## config.mk

```make
export PLATFORM = sky130hd
export DESIGN_NAME = led_fade_pwm_flat
export DESIGN_NICKNAME = d
export VERILOG_FILES = /design/src/rtl/led_fade_pwm_if.sv /design/src/rtl/led_fade_pwm.sv /design/src/flat_wrapper.sv
export SDC_FILE = /design/constraint.sdc
export NUM_CORES = 1
export LEC_CHECK = 0
export ABC_AREA = 1
export BUFFER_PORTS_ARGS = -buffer_cell sky130_fd_sc_hd__clkbuf_2
export CORE_UTILIZATION = 30
export DETAILED_ROUTE_END_ITERATION = 16
export PLACE_DENSITY = 0.5
export SYNTH_ARGS = -nofsm -noshare
export SYNTH_HDL_FRONTEND = slang
export SYNTH_SLANG_ARGS = --single-unit
```

## constraint.sdc

```tcl
create_clock -name clk -period 5.38 [get_ports clk]
set_clock_uncertainty 0.2 [all_clocks]
set_input_delay 0.269 -clock clk [delete_from_list [all_inputs] [get_ports clk]]
set_output_delay 0.269 -clock clk [all_outputs]
set_load 0.1 [all_outputs]
```

## src/rtl/led_fade_pwm_if.sv

```systemverilog
// Control and LED-drive signals between the upstream LED sources and the PWM fade stage.
interface led_fade_pwm_if #(
    parameter int unsigned N_LED    = 8,
    parameter int unsigned PWM_BITS = 8
) ();
    logic                en;
    logic [N_LED-1:0]    led_in;
    logic [PWM_BITS-1:0] max_level;
    logic [N_LED-1:0]    led_out;
    logic                period_strobe;
    logic                busy;

    modport master (
        output en,
        output led_in,
        output max_level,
        input  led_out,
        input  period_strobe,
        input  busy
    );

    modport slave (
        input  en,
        input  led_in,
        input  max_level,
        output led_out,
        output period_strobe,
        output busy
    );
endinterface

```

## src/rtl/led_fade_pwm.sv

```systemverilog
// PWM LED driver that fades each channel's duty toward an on/off target under a brightness
// ceiling; holds all state while disabled and blanks the pins.
module led_fade_pwm #(
    parameter int unsigned N_LED        = 8,
    parameter int unsigned PWM_BITS     = 8,
    parameter int unsigned PRESCALE     = 4,
    parameter int unsigned FADE_PERIODS = 4,
    parameter int unsigned STEP         = 16
) (
    input logic            clk,
    input logic            rst,
    led_fade_pwm_if.slave  bus
);

    localparam int unsigned PRE_W  = (PRESCALE > 1) ? $clog2(PRESCALE) : 1;
    localparam int unsigned FCNT_W = (FADE_PERIODS > 1) ? $clog2(FADE_PERIODS) : 1;

    localparam logic [PRE_W-1:0]    PRE_MAX  = PRE_W'(PRESCALE - 1);
    localparam logic [FCNT_W-1:0]   FCNT_MAX = FCNT_W'(FADE_PERIODS - 1);
    localparam logic [PWM_BITS-1:0] PWM_MAX  = '1;
    localparam logic [PWM_BITS:0]   STEP_X   = (PWM_BITS + 1)'(STEP);

    logic [PRE_W-1:0]    pre_q, pre_d;
    logic [PWM_BITS-1:0] pwm_q, pwm_d;
    logic [FCNT_W-1:0]   fcnt_q, fcnt_d;
    logic [PWM_BITS-1:0] duty_q [N_LED];
    logic [PWM_BITS-1:0] duty_d [N_LED];
    logic [N_LED-1:0]    led_q, led_d;
    logic                strobe_q, strobe_d;
    logic                busy_q, busy_d;

    logic tick, wrap, fade_step;

    always_comb begin
        tick      = bus.en && (pre_q == PRE_MAX);
        wrap      = tick && (pwm_q == PWM_MAX);
        fade_step = wrap && (fcnt_q == FCNT_MAX);

        pre_d = pre_q;
        if (bus.en) begin
            pre_d = tick ? '0 : pre_q + 1'b1;
        end

        pwm_d = tick ? pwm_q + 1'b1 : pwm_q;

        fcnt_d = fcnt_q;
        if (wrap) begin
            fcnt_d = (fcnt_q == FCNT_MAX) ? '0 : fcnt_q + 1'b1;
        end

        strobe_d = wrap;
    end

    // Fade math is done one bit wider so the step can never wrap past the target.
    always_comb begin
        logic [PWM_BITS-1:0] target;
        logic [PWM_BITS:0]   duty_x;
        logic [PWM_BITS:0]   tgt_x;
        logic [PWM_BITS:0]   up_x;

        target = '0;
        duty_x = '0;
        tgt_x  = '0;
        up_x   = '0;
        busy_d = 1'b0;
        led_d  = '0;

        for (int i = 0; i < N_LED; i++) begin
            target = bus.led_in[i] ? bus.max_level : '0;
            duty_x = {1'b0, duty_q[i]};
            tgt_x  = {1'b0, target};
            up_x   = duty_x + STEP_X;

            duty_d[i] = duty_q[i];
            if (fade_step) begin
                if (duty_x < tgt_x) begin
                    duty_d[i] = (up_x > tgt_x) ? target : up_x[PWM_BITS-1:0];
                end else if (duty_x > tgt_x) begin
                    duty_d[i] = ((duty_x - tgt_x) > STEP_X) ?
                                duty_q[i] - STEP_X[PWM_BITS-1:0] : target;
                end
            end

            busy_d   = busy_d | (duty_q[i] != target);
            led_d[i] = bus.en && (duty_q[i] > pwm_q);
        end
    end

    always_ff @(posedge clk or posedge rst) begin
        if (rst) begin
            pre_q    <= '0;
            pwm_q    <= '0;
            fcnt_q   <= '0;
            led_q    <= '0;
            strobe_q <= 1'b0;
            busy_q   <= 1'b0;
            for (int i = 0; i < N_LED; i++) begin
                duty_q[i] <= '0;
            end
        end else begin
            pre_q    <= pre_d;
            pwm_q    <= pwm_d;
            fcnt_q   <= fcnt_d;
            led_q    <= led_d;
            strobe_q <= strobe_d;
            busy_q   <= busy_d;
            for (int i = 0; i < N_LED; i++) begin
                duty_q[i] <= duty_d[i];
            end
        end
    end

    assign bus.led_out       = led_q;
    assign bus.period_strobe = strobe_q;
    assign bus.busy          = busy_q;

endmodule

```

## src/flat_wrapper.sv

```systemverilog
// flat-port wrapper written by rule: the top's interface ports become plain ports
module led_fade_pwm_flat 
#(
    parameter int unsigned N_LED        = 8,
    parameter int unsigned PWM_BITS     = 8,
    parameter int unsigned PRESCALE     = 4,
    parameter int unsigned FADE_PERIODS = 4,
    parameter int unsigned STEP         = 16
)
  (clk, rst, bus_en, bus_led_in, bus_max_level, bus_led_out, bus_period_strobe, bus_busy);
  led_fade_pwm_if #(.N_LED(N_LED), .PWM_BITS(PWM_BITS)) bus_i ();
  input logic clk;
  input logic rst;
  input wire logic [$bits(bus_i.en)-1:0] bus_en;
  input wire logic [$bits(bus_i.led_in)-1:0] bus_led_in;
  input wire logic [$bits(bus_i.max_level)-1:0] bus_max_level;
  output wire logic [$bits(bus_i.led_out)-1:0] bus_led_out;
  output wire logic [$bits(bus_i.period_strobe)-1:0] bus_period_strobe;
  output wire logic [$bits(bus_i.busy)-1:0] bus_busy;
  assign bus_i.en = bus_en;
  assign bus_i.led_in = bus_led_in;
  assign bus_i.max_level = bus_max_level;
  assign bus_led_out = bus_i.led_out;
  assign bus_period_strobe = bus_i.period_strobe;
  assign bus_busy = bus_i.busy;
  led_fade_pwm #(.N_LED(N_LED), .PWM_BITS(PWM_BITS), .PRESCALE(PRESCALE), .FADE_PERIODS(FADE_PERIODS), .STEP(STEP)) u_core (.clk(clk), .rst(rst), .bus(bus_i));
endmodule
```

==> Yosys cells after proc, flatten, opt, wreduce, memory -nomap -nowiden <==
Index checks and enable logic that the tools add are counted.
{ "totals": {"output_inout_bits": 10, "register_bits": 86} }
{ "op_classes": {"n_reduce_logical": 27, "mux": 42, "bitwise_logic": 7, "addsub": 27, "n_eq_ne": 11, "n_lt_le_gt_ge": 40} }
{ "ops": {"columns": ["operator", "n"], "rows": [
  ["two-way mux 8 bit", 40],
  ["greater-than comparator 8 bit", 16],
  ["adder 8 x 5 -> 9 bit, second input constant", 8],
  ["greater-than comparator 9 x 5 -> 1 bit, second input constant", 8],
  ["greater-than comparator 9 x 8 -> 1 bit", 8],
  ["subtractor 8 x 8 -> 9 bit", 8],
  ["less-than comparator 8 bit", 8],
  ["inequality test 8 bit", 8],
  ["subtractor 8 x 5 -> 8 bit, second input constant", 8],
  ["AND reduction 2 bit", 8],
  ["nonzero test 2 bit", 8],
  ["logical AND 1 bit", 11],
  ["adder 8 x 1 -> 8 bit, second input constant", 1],
  ["equality test 8 bit, second input constant", 1],
  ["OR 1 bit", 7],
  ["adder 2 x 1 -> 2 bit, second input constant", 2],
  ["equality test 2 bit, second input constant", 2],
  ["two-way mux 2 bit", 2]
]} }

==> Longest topological paths before layout <==
{ "logic_depth": {"ltp_word": 9, "ltp_mapped": 20, "ltp_nobuf": 19} }

==> Least setup slack after synthesis <==
OpenSTA, ideal clock, no wires.
{ "synth_timing": {"path_type": "input to register", "startpoint": "input port bus_led_in[4]", "endpoint": "register u_core.duty_q[25] (netlist bit)", "slack_ps": 2806, "setup_time_ps": 121, "path_stages": 17, "t_arrival_ps": 2253, "required_time_ps": 5059, "n_path_buf": 2, "path_cell_list": "clkbuf_1 -> nand2_1 -> ha_1 -> buf_2 -> inv_1 -> a21oi_1 -> nor2_1 -> nor2_1 -> nand2_1 -> nand2_1 -> nand2_1 -> nor2_1 -> nand2_1 -> nand2_1 -> nand2_2 -> nand2_1 -> o21ai_1"} }
{ "synth_via": {"elab_chain_len": 6, "word_cells_on_any_way": 12, "classes_between": "add/sub (1); order compare (4); mux (5); reduce/logical (2)"} }
{ "synth_lines": {"columns": ["element", "line_no", "rtl"], "rows": [
  ["start: declaration", "flat_wrapper.sv:15", "input wire logic [$bits(bus_i.led_in)-1:0] bus_led_in;"],
  ["two-way mux 8 bit (*)", "led_fade_pwm.sv:69", "target = bus.led_in[i] ? bus.max_level : '0;"],
  ["subtractor 8 x 8 -> 9 bit", "led_fade_pwm.sv:79", "duty_d[i] = ((duty_x - tgt_x) > STEP_X) ?"],
  ["greater-than comparator 9 x 5 -> 1 bit", "led_fade_pwm.sv:79", null],
  ["two-way mux 8 bit", "led_fade_pwm.sv:79", null],
  ["two-way mux 8 bit", "led_fade_pwm.sv:78", "end else if (duty_x > tgt_x) begin"],
  ["two-way mux 8 bit", "led_fade_pwm.sv:76", "if (duty_x < tgt_x) begin"],
  ["end signal: indexed assignment", "led_fade_pwm.sv:108", "duty_q[i] <= duty_d[i];"],
  ["end: declaration", "led_fade_pwm.sv:26", "logic [PWM_BITS-1:0] duty_q [N_LED];"]
]} }
Every way passes the cells marked *; elsewhere a longest branch is shown, timed or not. The select of a mux whose other input is x is not followed.
A chain may end at the register's enable or synchronous reset.

==> Final worst setup path <==
{ "layout_timing": {"startpoint": "register u_core.duty_q[28] (netlist bit)", "endpoint": "register u_core.duty_q[24] (netlist bit)"} }
{ "layout_via": {"elab_chain_len": 5, "word_cells_on_any_way": 12, "classes_between": "add/sub (2); order compare (4); mux (4); reduce/logical (2)"} }
{ "layout_lines": {"columns": ["element", "line_no"], "rows": [
  ["subtractor 8 x 8 -> 9 bit", "led_fade_pwm.sv:79"],
  ["greater-than comparator 9 x 5 -> 1 bit", "led_fade_pwm.sv:79"],
  ["two-way mux 8 bit", "led_fade_pwm.sv:79"],
  ["two-way mux 8 bit", "led_fade_pwm.sv:78"],
  ["two-way mux 8 bit", "led_fade_pwm.sv:76"]
]} }
Parallel ways exist; a longest one is shown, timed or not. The select of a mux whose other input is x is not followed.

==> impl_metrics.toml <==
[outcome]
status = "finished clean"

[layout]
instances_no_fill = 2393
drive_gt1_frac = 0.0457
antenna_cells = 0
post-route-cell-area_sq_mm = 0.0126
layout-area-overhead-vs-synth_pct = 8.39
utilization = 0.333
nNetsFinal = 2083

[placement]
place_inst = 2376
place.gp.congestion = 0.884
pre_cts_slack_ps = 1910
portBuffers = 28
dpl.hpwl_um = 26800
place_area_sq_mm = 0.0123

[sta]
rsz0062_at_grt = "false"
fin_ws_ps = 2280
report.final.slew_viol_count = 0
setup_viol = 0
fin_crit_sh = 0.575
tightest_slew_ps = 1140
finalHoldViolations = 0
fin_crit_ps = 3100
fmax_mhz = 323
maxSlewHeadroom = 0.231
finalSetupTns_ps = 0

[grt]
grt_max_degree = 56
grt.total_usage = 0.181
grt_pass1_vias = 10960
antenna_found_initial = 0
grt-ovfl-total = 0
grt_pass1_wl_um = 56400

[pwr]
leakage_uw = 0.00690
peakVddDrop_mv = 0.151
power_density_mw_per_mm2 = 170

[hold_path]
min_path_type = "in2reg"
hp-start = "bus_led_in[0]"

[setup_path]
r2r_setup_slack_ps = 2280
setup.worst_path.start = "u_core.duty_q[28]"
crit_end = "u_core.duty_q[24]"
path_max_fanout = 9
r2r_start = "u_core.duty_q[28]"
cp_data_required_time_ps = 5480
end_kind = "flip-flop"
timing.rr.end = "u_core.duty_q[24]"
ff2ff_path_depth = 9
critical_path_class = "reg2reg"
arrival_ps = 3200
startpoint_type = "flip-flop"

[synth]
ys_top_cells_by_count = "685 x nand2_1, 251 x inv_1, 199 x nand3_1"
synth-xor-area-share = 0.0316
syn_nets = 2071
synthFlopType = "dfrtp_1"
synthAdderAreaFrac = 0.201
synth-edff-count = 0
synth.distinct_cells = 40
synth_compound_area_frac = 0.0936
synth_area_leaders = "nand2_1 22%, ha_1 20%, dfrtp_1 18%"
syn_avg_cell_area_sq_um = 6.25
postSynthCellCount = 1865
synthArstFlopShare = 1.00
yosysSeqAreaShare = 0.185
muxShareOfSynthArea = 0.000966
ys_ff_latch = 86
synth_top_area_share = 0.221
netlist_area_sq_mm = 0.0117
yosysMostFrequentCell = "nand2_1"
synth_top_family_by_area = "simple AND/OR/NAND/NOR gates"
synthSimpleGateAreaFrac = 0.395
yosys.area.top_type = "nand2_1"
yosysWarnings = 0

[clocking]
cts_root_buf = "clkbuf_16"
cts_sinks = 86
post_cts_resize_count = 0
clk_path_buf_depth = 2
path_clk_slew_ps = 80
tritoncts = "done"
htree_levels = 3
cts_made_buffers = 9
clk_latency_ps = 370
cts_setup_buffers = 0
holdBufCountCts = 1

[route]
vias = 11524
drt_iter0_markers = 622
first_pass_iters = 7
wl_per_cell_um = 14.4
viasPerCell = 4.82
drt_wl_total_um = 34400
ant_nets = 0
drc = 0

[job]
maxCapViolCount = 0

[floorplan]
io_pins = 29
fp.dieH_um = 199
rows = 71
die_w_um = 199
initial_core_util = 0.307
die-area_sq_mm = 0.0397
core_area_sq_mm = 0.0379
-- routing by layer --
metal  up-vias  wire length [um]  global-route usage
li1       6079                 -                   -
met1      5217             16900               0.239
met2       186             15800               0.305
met3        42               836              0.0157
met4         0               890              0.0650
met5         -                 0                   0
-- worst min-delay path by stage --
stage | endpoint | cells past startpoint | slack [ps]
4_1_cts | u_core.duty_q[59] | 3 | 80
6_report | u_core.duty_q[59] | 3 | 100
3_5_place_dp | u_core.bus.led_out[4] | 2 | 140
3_3_place_gp | u_core.duty_q[30] | 2 | 140
2_1_floorplan | u_core.pre_q[0] | 1 | 160
5_1_grt | u_core.pre_q[0] | 2 | 100
-- registers in the layout, indices dropped and copies added, names as in the netlist --
signal,cells
u_core.bus.busy,1
u_core.pwm_q,8
u_core.bus.led_out,8
u_core.bus.period_strobe,1
u_core.duty_q,64
u_core.pre_q,2
u_core.fcnt_q,2
-- final cells by class --
| cell class | instances | area, sq um |
|---|---|---|
| clock buffers | 9 | 225 |
| clock inverters | 7 | 78.8 |
| fillers | 4195 | 25300 |
| inverters | 254 | 968 |
| multi-input cells | 1496 | 8420 |
| flip-flops and latches | 86 | 2150 |
| well taps | 511 | 639 |
| repair buffers | 30 | 158 |
-- worst max-delay path, stage by stage (launching register included) --
cell	delay (ps)
dfrtp_1	530
inv_1	110
ha_1	430
nor4_1	1000
nand2_1	220
nand2_4	170
a21oi_1	60
nand2_2	150
nand2_1	70
o21ai_1	80
-- where the power goes --
part,switching (uW),internal (uW)
clock network,326,329
registers,42.9,673
logic,530,250
-- cells by family after synthesis --
| kind of cell | after synthesis |
|---|---|
| mux | 1 |
| buf+inv | 283 |
| flops | 86 |
| fa+ha+maj | 187 |
| simple gates | 1079 |
| xor+xnor | 42 |
| compound gates | 187 |
-- stage by stage --
stage / power, uW / hold slack [ps]
6_report: 2150 / 96.4
5_1_grt: 2330 / 96.1
4_1_cts: 2190 / 84.2
3_5_place_dp: 1520 / 138
3_3_place_gp: 1510 / 140
2_1_floorplan: 1280 / 157
-- cells in the final DEF, fill, tap and decap left out, drive strengths merged, types with 2 or more instances in the layout --
master,count
a21oi,89
nor3,38
xnor2,22
and2,3
a21o,4
nor2,97
clkbuf,37
nand3,200
nand4,19
inv,255
nand2,704
o21a,4
xor2,20
nand3b,5
a211oi,3
nor4,12
o221a,2
dfrtp,86
a311oi,2
o21bai,5
o21ai,67
clkinv,6
ha,187
o211ai,9
(Power assumes the default switching activity.)
